[src/rtl/fifo_sync.sv]
// Single-clock first-word-fall-through FIFO over a DEPTH-entry circular buffer.
// Flags and level come from registered state only; clear_i flushes pointers synchronously.
module fifo_sync #(
    parameter int WIDTH = 8,
    parameter int DEPTH = 16,
    localparam int LW = $clog2(DEPTH + 1)
) (
    input  logic             clk_i,
    input  logic             rst_ni,
    input  logic             clear_i,
    input  logic             push_i,
    input  logic [WIDTH-1:0] wdata_i,
    input  logic             pop_i,
    output logic [WIDTH-1:0] rdata_o,
    output logic             full_o,
    output logic             empty_o,
    output logic [LW-1:0]    level_o
);

    localparam int PW = (DEPTH > 1) ? $clog2(DEPTH) : 1;
    localparam logic [PW-1:0] LAST_PTR = PW'(DEPTH - 1);
    localparam logic [LW-1:0] FULL_LVL = LW'(DEPTH);

    if (WIDTH < 1 || DEPTH < 2) begin : g_bad_param
        $error("fifo_sync: WIDTH must be >= 1 and DEPTH >= 2");
    end

    logic [WIDTH-1:0] mem [DEPTH];
    logic [PW-1:0]    wr_ptr;
    logic [PW-1:0]    rd_ptr;
    logic [LW-1:0]    level;
    logic [PW-1:0]    wr_ptr_next;
    logic [PW-1:0]    rd_ptr_next;
    logic [LW-1:0]    level_next;
    logic             push_acc;
    logic             pop_acc;

    // Explicit wrap so non-power-of-two depths never index past the array.
    function automatic logic [PW-1:0] ptr_inc(input logic [PW-1:0] p);
        return (p == LAST_PTR) ? '0 : p + PW'(1);
    endfunction

    assign full_o   = (level == FULL_LVL);
    assign empty_o  = (level == '0);
    assign level_o  = level;
    assign push_acc = push_i & ~full_o;
    assign pop_acc  = pop_i & ~empty_o;

    always_comb begin
        wr_ptr_next = wr_ptr;
        rd_ptr_next = rd_ptr;
        level_next  = level;
        if (clear_i) begin
            wr_ptr_next = '0;
            rd_ptr_next = '0;
            level_next  = '0;
        end else begin
            if (push_acc) wr_ptr_next = ptr_inc(wr_ptr);
            if (pop_acc)  rd_ptr_next = ptr_inc(rd_ptr);
            unique case ({push_acc, pop_acc})
                2'b10:   level_next = level + LW'(1);
                2'b01:   level_next = level - LW'(1);
                default: level_next = level;
            endcase
        end
    end

    always_ff @(posedge clk_i or negedge rst_ni) begin
        if (!rst_ni) begin
            wr_ptr <= '0;
            rd_ptr <= '0;
            level  <= '0;
        end else begin
            wr_ptr <= wr_ptr_next;
            rd_ptr <= rd_ptr_next;
            level  <= level_next;
        end
    end

    // Storage is never reset; a write during clear is pointless since the pointers restart.
    always_ff @(posedge clk_i) begin
        if (push_acc && !clear_i) mem[wr_ptr] <= wdata_i;
    end

    assign rdata_o = mem[rd_ptr];

endmodule

[config.mk]
export PLATFORM = sky130hd
export DESIGN_NAME = fifo_sync
export DESIGN_NICKNAME = d
export VERILOG_FILES = /design/src/rtl/fifo_sync.sv
export SDC_FILE = /design/constraint.sdc
export NUM_CORES = 1
export LEC_CHECK = 0
export CAP_MARGIN = 20
export CORE_MARGIN = 5
export CORE_UTILIZATION = 55
export DETAILED_ROUTE_END_ITERATION = 10
export HOLD_SLACK_MARGIN = 0.03
export PLACE_DENSITY_LB_ADDON = 0.15
export SKIP_LAST_GASP = 1
export SLEW_MARGIN = 0
export SYNTH_ARGS = -nofsm -noshare
export SYNTH_HDL_FRONTEND = slang
export SYNTH_SLANG_ARGS = --single-unit
[constraint.sdc]
create_clock -name clk_i -period 5.9 [get_ports clk_i]
set_input_delay 1.18 -clock clk_i [delete_from_list [all_inputs] [get_ports clk_i]]
set_output_delay 1.18 -clock clk_i [all_outputs]
set_load 0.01 [all_outputs]
Yosys cells after proc, flatten, opt, wreduce, memory -nomap -nowiden --
Memories as Yosys holds them, arrays and structs flattened. Index checks and enable logic that the tools add are counted.
Word-level totals: register bits after elaboration 13, memory bits (writable) 128, bits of input ports 13, word-level logic and storage cells 33, memories kept 1
Operators by class: $add $sub $neg 4, eq/ne operators 5, muxes and demuxes 10, bitwise operators 4, reduce and logical (&&, ||, !) cells 6
Memories:
- mem | depth 16, width 8, rd ports 1, clocked after memory_dff 0, wr ports 1, RTL line 28 | logic [WIDTH-1:0] mem [DEPTH];
Operators with widths (count):
- $mux W4 | 6
- $pmux W5 S2 | 1
- $add A4 B1 Y4 const B | 2
- $eq A4 B4 Y1 const B | 2
- $add A5 B1 Y5 const B | 1
- $eq A5 B5 Y1 const B | 1
- $logic_not A5 Y1 | 1
- $mux W5 | 1
- $sub A5 B1 Y5 const B | 1
- $reduce_bool A2 Y1 | 2
- $reduce_bool A3 Y1 | 1
- $and A1 B1 Y1 | 2
- $eq A2 B1 Y1 const B | 1
- $eq A2 B2 Y1 const B | 1
- $mux W1 | 2
- $not A1 Y1 | 2
- $logic_and A1 B1 Y1 | 1
- $logic_not A1 Y1 | 1

Logic depth before layout (Yosys ltp) --
Gate-level depths: netlist (run 1).
word-level depth 6, gate-level depth with buffers 10, gate-level depth less buffers 9

Worst setup path before layout (run 1) --
OpenSTA, ideal clock, no wires.
path kind register -> output, start register rd_ptr[0], end output rdata_o[0], arrival time 1.672 ns, required time 4.720 ns, slack 3.048 ns, stages on the path, launching flop included 5, cell sequence dfrtp_1 -> buf_6 -> buf_8 -> mux4_1 -> mux4_2
Between the ends: word-level cells in the longest chain between the ends 1
RTL lines:
- from (decl) | RTL line 30 | logic [PW-1:0] rd_ptr;
- from (signal assigned) | RTL line 75 | rd_ptr <= rd_ptr_next;
- $mem_v2 Z16 W8
- to (decl) | RTL line 14 | output logic [WIDTH-1:0] rdata_o,
Every way passes these cells.

Worst setup path in the final report (run 1) --
start register rd_ptr[1], end output rdata_o[1]
Same word-level chain as after synthesis.

==> impl_metrics.json, run 1 <==
{
  "r2r_start": "level_o[1]$_DFFE_PN0P_",
  "wl_per_cell_um": 23.27,
  "hp-start": "level_o[3]$_DFFE_PN0P_",
  "ant_nets": 0,
  "yosys_warnings": 0,
  "num-fill-cells": 758,
  "fin_setup_tns_ns": 0,
  "synth_seq_cells": 141,
  "p_comb_frac": 0.227,
  "area_growth_pct": 15.70,
  "die_w_um": 114.1,
  "root_buffer": "clkbuf_8",
  "synth_edf_count": 128,
  "post-dp-hpwl_mm": 7.166,
  "antennaDiodeCount": 0,
  "cp_top_family": "flip-flops",
  "insertion_delay_ns": 0.51,
  "cts.path.max_buffers": 2,
  "synthesis.instances": 307,
  "die_area_mm2": 0.01302,
  "whs_ns": 0.6393,
  "num_rows": 38,
  "fmax_mhz": 223.8,
  "internal_power_uw": 2068,
  "power_frac_clock": 0.346,
  "tightest_slew_ns": 1.106,
  "hold_violations": 0,
  "r2r-end": "level_o[4]$_DFFE_PN0P_",
  "multi_input_area_mm2": 0.001633,
  "crit_arrival_ns": 3.29,
  "setup_violations": 0,
  "synth.net_count": 329,
  "pwr-share-seq": 0.427,
  "io_pins": 28,
  "end_kind": "output pin",
  "fin_ws_ns": 1.432,
  "reg2reg_depth": 8,
  "slowest_stage": "dfrtp_1",
  "hold_buffers": 0,
  "clk_pin_slew_ns": 0.06,
  "grt_pass1_vias": 3044,
  "rsz0062_at_grt": "false",
  "p_leak_uw": 0.002296,
  "grt_pass1_wl_mm": 17.80,
  "place_congestion": 0.8047,
  "wl_mm": 11.54,
  "critPathBufInv": 2,
  "track_usage": 0.1928,
  "worstPathCellList": "buf_4 -> mux4_1 -> mux4_2 -> clkdlybuf4s50_1",
  "yosys.area.top_type": "edfxtp_1",
  "die_h_um": 114.1,
  "status": "finished clean",
  "start_util": 0.5548,
  "gr-total-overflow": 0,
  "slew_viol_final": 0,
  "slew-limit-headroom": 0.2629,
  "clock-sinks": 141,
  "cap_violations": 0,
  "critical_path.max_fanout": 25,
  "seqCellArea_mm2": 0.004170,
  "yosysUniqueCellTypes": 44,
  "rrSetupSlack_ns": 3.04,
  "async_flop_share": 0.09220,
  "synth_top_area_share": 0.6447,
  "worstSetupPathType": "flip-flop to output pin",
  "grt_start_max_net_pins": 38,
  "critPathLaunchType": "flip-flop",
  "layout-drive-gt1-share": 0.1826,
  "min_period_ns": 4.468,
  "vias": 2981,
  "skew_ns": 0.007687,
  "ys_seq_area_frac": 0.6993,
  "p_sw_uw": 728.6,
  "cts_tree": "yes",
  "viasPerCell": 6.010,
  "power.total_uw": 2797,
  "ys.flop_type": "edfxtp_1",
  "synth_area_leaders": "edfxtp_1 64%, mux4_2 8.3%, mux4_1 7.9%, dfrtp_1 5.5%, ha_1 1.7%",
  "core_mm2": 0.01075,
  "cp.required_ns": 4.72,
  "drc": 0,
  "ir_drop_uv": 275.2,
  "final_nets": 365,
  "netlist_area_mm2": 0.005962,
  "postCtsSetupRepairBufs": 0,
  "cts_made_buffers": 17,
  "p_per_area_mw_per_mm2": 405.5,
  "cp_slowest_stage_delay_ns": 1.07,
  "drt_pass1_iterations": 4,
  "hp-class": "flip-flop to flip-flop",
  "swShare": 0.2605,
  "fin_crit_sh": 0.7572,
  "syn_avg_cell_area_um2": 19.42,
  "htreeDepth": 4,
  "first_iter_violations": 295,
  "portBuffers": 27,
  "hold_path_depth": 2,
  "antenna_found_initial": 0,
  "cts_resized": 0,
  "hold_path_end": "level_o[3]$_DFFE_PN0P_",
  "place_ws_ns": 1.899
}
-- state kept, by name (all words and copies together) (netlist names) --
name / count
level_o: 5
mem: 128
rd_ptr: 4
wr_ptr: 4
-- routing by layer --
layer / wire (um) / vias to the layer above / GRT usage
met3: 997 / 12 / 0.05761
li1: - / 1328 / -
met4: 132 / 0 / 0.05780
met1: 4551 / 1516 / 0.2592
met2: 5858 / 125 / 0.3087
met5: 0 / - / 0
-- cells by family (layout without fill, tap and decap cells) --
logic type	Yosys count	after routing	synth area share
and+or+nand+nor	55	55	0.04344
AOI/OAI and AO/OA	24	24	0.02938
DFF	141	141	0.6993
muxes	48	48	0.1765
buffers and inverters	27	76	0.02686
xor gates and xnor gates	3	3	0.004408
adders and majority gates	9	9	0.02015
-- tightest hold or removal path: cells and delay by family, from the launching register on --
family | cells | cell delay (ns)
AND/OR/NAND/NOR | 1 | 0.10
multiplexers | 1 | 0.07
flip-flops | 1 | 0.44
-- synthesized netlist by cell type (2+ instances only) --
cell and number:
xor2_1 2, a211o_1 2, buf_6 2, edfxtp_1 128
mux2i_1 5, inv_1 10, ha_1 8, o21ai_0 2
mux2_2 2, mux4_2 22, a31oi_1 2, nand2_1 11
a21oi_1 7, buf_2 5, nand2b_1 3, mux4_1 18
nand3_1 2, buf_8 3, nor3_1 5, clkbuf_1 5
o211ai_1 3, nor2_1 26, dfrtp_1 13
-- cell usage in the layout (no fill, tap or decap), types with 2 or more instances in the layout --
master / count
a211o_1: 2
a21oi_1: 7
a31oi_1: 2
buf_4: 6
bufinv_16: 2
clkbuf_1: 2
clkbuf_16: 16
clkdlybuf4s50_1: 27
clkinv_1: 3
clkinv_2: 4
clkinv_4: 3
dfrtp_1: 12
edfxtp_1: 128
ha_1: 8
inv_1: 10
mux2_2: 2
mux2i_1: 5
mux4_1: 18
mux4_2: 22
nand2_1: 11
nand2b_1: 3
nand3_1: 2
nor2_1: 26
nor3_1: 5
o211ai_1: 3
o21ai_0: 2
xor2_1: 2
-- power groups by stage --
stage / registers [uW] / clock network [uW] / logic, uW
after global routing: 1200 / 1040 / 690
after detailed placement: 1240 / 0 / 597
after floorplan: 1170 / 0 / 491
final: 1190 / 969 / 634
after global placement: 1240 / 0 / 595
after CTS: 1220 / 984 / 601
-- worst max path at each step --
stage	start	to	slack, ns	cells past startpoint
finish	rd_ptr[1]$_DFFE_PN0P_	rdata_o[1]	1.43	4
global route	rd_ptr[1]$_DFFE_PN0P_	rdata_o[1]	1.30	4
CTS	rd_ptr[0]$_DFFE_PN0P_	rdata_o[1]	1.34	3
detailed placement	rd_ptr[0]$_DFFE_PN0P_	rdata_o[1]	1.90	3
global placement	rd_ptr[0]$_DFFE_PN0P_	rdata_o[1]	1.92	3
floorplan	rd_ptr[0]$_DFFE_PN0P_	rdata_o[0]	3.05	4
-- metrics by stage --
stage                     std cells  area, um2  utilization
after CTS                       495       6878       0.6401
after global placement          463       6331       0.5892
after detailed placement        463       6331       0.5892
after global routing            496       6898       0.6419
after floorplan                 307       5962            -
final                           496       6898       0.6419
-- layout make-up --
type / count / area share
repair buffers: 34 / 0.04861
clock inverters: 13 / 0.01814
flip-flops and latches: 141 / 0.6046
inverters: 10 / 0.005442
multi-input cells: 139 / 0.2367
clock buffers: 19 / 0.06113
well taps: 140 / 0.02539
(Power assumes the default switching activity.)
==> run 2: changes to the inputs <==
==> constraint.sdc (replaced) <==
create_clock -name clk_i -period 4.3 [get_ports clk_i]
set_input_delay 0.86 -clock clk_i [delete_from_list [all_inputs] [get_ports clk_i]]
set_output_delay 0.86 -clock clk_i [all_outputs]
set_load 0.01 [all_outputs]
==> impl_metrics.json, run 2 (synthesis results as in run 1) <==
{
  "min_period_ns": 3.750,
  "num-fill-cells": 719,
  "clock-sinks": 141,
  "hp-start": "level_o[3]$_DFFE_PN0P_",
  "rrSetupSlack_ns": 1.51,
  "core_mm2": 0.01075,
  "cts_made_buffers": 17,
  "largest_reg_flops": 128,
  "worstPathCellList": "buf_12 -> mux4_1 -> mux4_2 -> clkdlybuf4s50_1",
  "start_util": 0.5548,
  "rsz0062_at_grt": "false",
  "cp_slowest_stage_delay_ns": 0.61,
  "tightest_slew_ns": 0.9728,
  "p_leak_uw": 0.002372,
  "grt_pass1_wl_mm": 18.42,
  "fmax_mhz": 266.6,
  "final_nets": 375,
  "num_rows": 38,
  "fin_setup_tns_ns": 0,
  "fin_crit_sh": 0.8722,
  "wl_mm": 11.76,
  "multi_input_area_mm2": 0.001633,
  "worstSetupPathType": "flip-flop to output pin",
  "grt_start_max_net_pins": 29,
  "die_area_mm2": 0.01302,
  "end_kind": "output pin",
  "largest-register": "mem",
  "viasPerCell": 5.976,
  "slowest_stage": "mux4_1",
  "wl_met1_mm": 5.160,
  "postCtsSetupRepairBufs": 0,
  "die_w_um": 114.1,
  "portBuffers": 27,
  "hold_buffers": 0,
  "drc": 0,
  "hold_violations": 0,
  "status": "finished clean",
  "grt_pass1_vias": 3119,
  "htreeDepth": 4,
  "wl_met2_mm": 5.926,
  "hold_path_end": "level_o[3]$_DFFE_PN0P_",
  "setup_violations": 0,
  "cap_violations": 0,
  "insertion_delay_ns": 0.51,
  "utilization": 0.6536,
  "cts_resized": 0,
  "layout-drive-gt1-share": 0.2186,
  "slew_viol_final": 0,
  "cts.path.max_buffers": 2,
  "ir_drop_uv": 405.6,
  "ant_nets": 0,
  "r2r_start": "level_o[1]$_DFFE_PN0P_",
  "root_buffer": "clkbuf_8",
  "hp-class": "flip-flop to flip-flop",
  "r2r-end": "level_o[4]$_DFFE_PN0P_",
  "io_pins": 28,
  "gr-total-overflow": 0,
  "p_per_area_mw_per_mm2": 560.9,
  "layout_common_cells": "128 x edfxtp_1, 27 x clkdlybuf4s50_1, 26 x nor2_1",
  "cp.required_ns": 3.44,
  "crit_arrival_ns": 2.89,
  "skew_ns": 0.009091,
  "drt_pass1_iterations": 4,
  "first_iter_violations": 240,
  "critPathLaunchType": "flip-flop",
  "clk_pin_slew_ns": 0.06,
  "vias": 3024,
  "track_usage": 0.1991,
  "antenna_found_initial": 0,
  "reg2reg_depth": 8,
  "hold_path_depth": 2,
  "critical_path.max_fanout": 28,
  "cts_tree": "yes",
  "antennaDiodeCount": 0,
  "seqCellArea_mm2": 0.004170,
  "wl_met3_um": 532,
  "slew-limit-headroom": 0.3491,
  "wl_per_cell_um": 23.25,
  "layout_commonest_cell": "edfxtp_1",
  "post-dp-hpwl_mm": 7.310,
  "topRoutingLayerUsed": "met4",
  "die_h_um": 114.1,
  "place_congestion": 0.8580,
  "area_growth_pct": 17.80
}
-- run 2: worst max path at each step --
stage	from	endpoint	slack [ns]	cells past startpoint
floorplan	rd_ptr[0]$_DFFE_PN0P_	rdata_o[0]	1.77	4
global placement	push_i	mem[7][1]$_DFFE_PP_	0.96	5
detailed placement	push_i	mem[7][1]$_DFFE_PP_	0.90	5
CTS	rd_ptr[0]$_DFFE_PN0P_	rdata_o[1]	0.48	4
global route	rd_ptr[0]$_DFFE_PN0P_	rdata_o[3]	0.40	4
finish	rd_ptr[0]$_DFFE_PN0P_	rdata_o[3]	0.55	4
-- run 2: stage by stage --
stage	hold WS, ns	worst slack [ns]	power, uW	cell area, um2	instances
2_1_floorplan	0.5001	1.768	2286	5962	307
3_3_place_gp	0.6091	0.9627	2541	6439	474
3_5_place_dp	0.6141	0.8960	2556	6439	474
4_1_cts	0.6251	0.4787	3980	7023	506
5_1_grt	0.6628	0.4000	4122	7023	506
6_report	0.6245	0.5496	3939	7023	506
-- run 2: cell type report --
cell class                      instances  area share
Timing Repair Buffer                   44     0.06022
Tap cell                              140     0.02494
Multi-Input combinational cell        139      0.2325
Clock inverter                         15     0.02423
Sequential cell                       141      0.5938
Clock buffer                           17     0.05897
Inverter                               10    0.005345
-- run 2: worst max-delay path, delay by kind of cell (launching register included) --
family / cells / cell delay (ns)
buffers and inverters: 2 / 0.75
muxes: 2 / 1.08
DFF: 1 / 0.51
-- run 2: report_power, final --
group | internal [uW] | leakage [uW] | switching (uW)
combinational | 488 | 0.000756 | 420
clock | 881 | 0.000288 | 537
sequential | 1540 | 0.00133 | 72.2
total | 2910 | 0.00237 | 1030
-- run 2: layer usage --
metal,vias to the layer above,global-route usage
met5,-,0
met2,94,0.3064
li1,1355,-
met4,0,0.07601
met3,10,0.05338
met1,1565,0.2762
==> run 3: changes to the inputs <==
--- a/config.mk
+++ b/config.mk
@@ -6,11 +6,10 @@
 export NUM_CORES = 1
 export LEC_CHECK = 0
 export CAP_MARGIN = 20
-export CORE_MARGIN = 5
 export CORE_UTILIZATION = 55
 export DETAILED_ROUTE_END_ITERATION = 10
 export HOLD_SLACK_MARGIN = 0.03
-export PLACE_DENSITY_LB_ADDON = 0.15
+export PLACE_DENSITY = 0.75
 export SKIP_LAST_GASP = 1
 export SLEW_MARGIN = 0
 export SYNTH_ARGS = -nofsm -noshare
==> impl_metrics.json, run 3 (synthesis results as in run 1) <==
{
  "num_rows": 37,
  "antenna_found_initial": 0,
  "final_nets": 379,
  "end_kind": "output pin",
  "place_congestion": 0.7496,
  "r2r-end": "level_o[4]$_DFFE_PN0P_",
  "worstSetupPathType": "flip-flop to output pin",
  "cts_made_buffers": 17,
  "pwr-share-seq": 0.401,
  "fin_crit_sh": 0.8911,
  "hp-start": "wr_ptr[1]$_DFFE_PN0P_",
  "status": "finished clean",
  "slew_viol_final": 0,
  "rrSetupSlack_ns": 1.39,
  "postCtsSetupRepairBufs": 0,
  "p_comb_frac": 0.227,
  "reg2reg_depth": 8,
  "grt_start_max_net_pins": 37,
  "first_iter_violations": 291,
  "viasPerCell": 6.147,
  "fmax_mhz": 261.0,
  "p_sw_uw": 1049,
  "hold_violations": 0,
  "io_pins": 28,
  "tightest_slew_ns": 0.7710,
  "critical_path.max_fanout": 10,
  "core_mm2": 0.01042,
  "slew-limit-headroom": 0.4860,
  "track_usage": 0.2378,
  "die_h_um": 106.1,
  "crit_arrival_ns": 2.97,
  "wl_mm": 12.11,
  "fin_area_mm2": 0.007061,
  "start_util": 0.5724,
  "utilization": 0.6778,
  "cts.path.max_buffers": 2,
  "root_buffer": "clkbuf_8",
  "ant_nets": 0,
  "power_frac_clock": 0.373,
  "insertion_delay_ns": 0.52,
  "fin_setup_tns_ns": 0,
  "clock-sinks": 141,
  "hp-class": "flip-flop to flip-flop",
  "die_w_um": 106.1,
  "skew_ns": 0.006328,
  "startpoint": "rd_ptr[0]$_DFFE_PN0P_",
  "internal_power_uw": 2971,
  "area_growth_pct": 18.43,
  "ir_drop_uv": 343.4,
  "cts_resized": 0,
  "grt_pass1_vias": 3157,
  "vias": 3104,
  "largest-register": "mem",
  "die_area_mm2": 0.01126,
  "cts_tree": "yes",
  "rsz0062_at_grt": "false",
  "p_per_area_mw_per_mm2": 569.3,
  "min_period_ns": 3.832,
  "hold_buffers": 0,
  "gr-total-overflow": 0,
  "largest_reg_flops": 128,
  "grt_pass1_wl_mm": 18.35,
  "critPathLaunchType": "flip-flop",
  "clk_pin_slew_ns": 0.06,
  "swShare": 0.2608,
  "num-fill-cells": 663,
  "htreeDepth": 4,
  "portBuffers": 27,
  "hold_path_end": "wr_ptr[3]$_DFFE_PN0P_",
  "cp.required_ns": 3.44,
  "wl_per_cell_um": 23.98,
  "layout-drive-gt1-share": 0.2222,
  "layout_common_cells": "128 x edfxtp_1, 27 x clkdlybuf4s50_1, 26 x nor2_1",
  "r2r_start": "level_o[1]$_DFFE_PN0P_",
  "place_area_mm2": 0.006451,
  "layout_commonest_cell": "edfxtp_1",
  "cap_violations": 0,
  "drc": 0,
  "antennaDiodeCount": 0,
  "hold_path_depth": 2,
  "post-dp-hpwl_mm": 7.528,
  "setup_violations": 0,
  "drt_pass1_iterations": 4,
  "p_leak_uw": 0.002403
}
## run 3: through the flow
step	hold WS (ns)	total power (uW)	worst slack (ns)	std cells
floorplan	0.5001	2286	1.768	307
global placement	0.6170	2520	1.021	474
finish	0.6467	4020	0.4683	505
global route	0.6943	4178	0.3690	505
detailed placement	0.6405	2555	0.9738	474
CTS	0.6477	4049	0.4159	505
## run 3: power groups by stage
stage / Clock (uW) / Sequential [uW] / Combinational [uW]
CTS: 1520 / 1610 / 921
global route: 1560 / 1620 / 994
detailed placement: 0 / 1640 / 916
global placement: 0 / 1630 / 885
finish: 1500 / 1610 / 911
floorplan: 0 / 1610 / 674
## run 3: worst max path at each step
stage / to / slack (ns)
after floorplan: rdata_o[0] / 1.77
after global placement: rdata_o[5] / 1.02
after detailed placement: rdata_o[5] / 0.97
after CTS: rdata_o[6] / 0.42
after global routing: rdata_o[6] / 0.37
final: rdata_o[6] / 0.47
## run 3: area by class of cell
cell class                      instances  area [um2]  area share
Clock buffer                           18       417.9     0.05919
Clock inverter                         13       191.4     0.02711
Inverter                               10       37.54    0.005316
Multi-Input combinational cell        139        1633      0.2313
Sequential cell                       141        4170      0.5906
Tap cell                              136       170.2     0.02410
Timing Repair Buffer                   48       440.4     0.06238
## run 3: metal layers
layer / vias up / global-route usage / part of all wire
met5: - / 0 / 0
met4: 0 / 0.08631 / 0.017
met3: 18 / 0.05886 / 0.060
met2: 111 / 0.3919 / 0.52
met1: 1622 / 0.3093 / 0.40
li1: 1353 / - / -
## run 3: worst max-delay path: stages, from the launching register on
cell	delay, ns
dfrtp_2	0.58
buf_4	0.30
mux4_1	0.59
mux4_2	0.48
clkdlybuf4s50_1	0.50
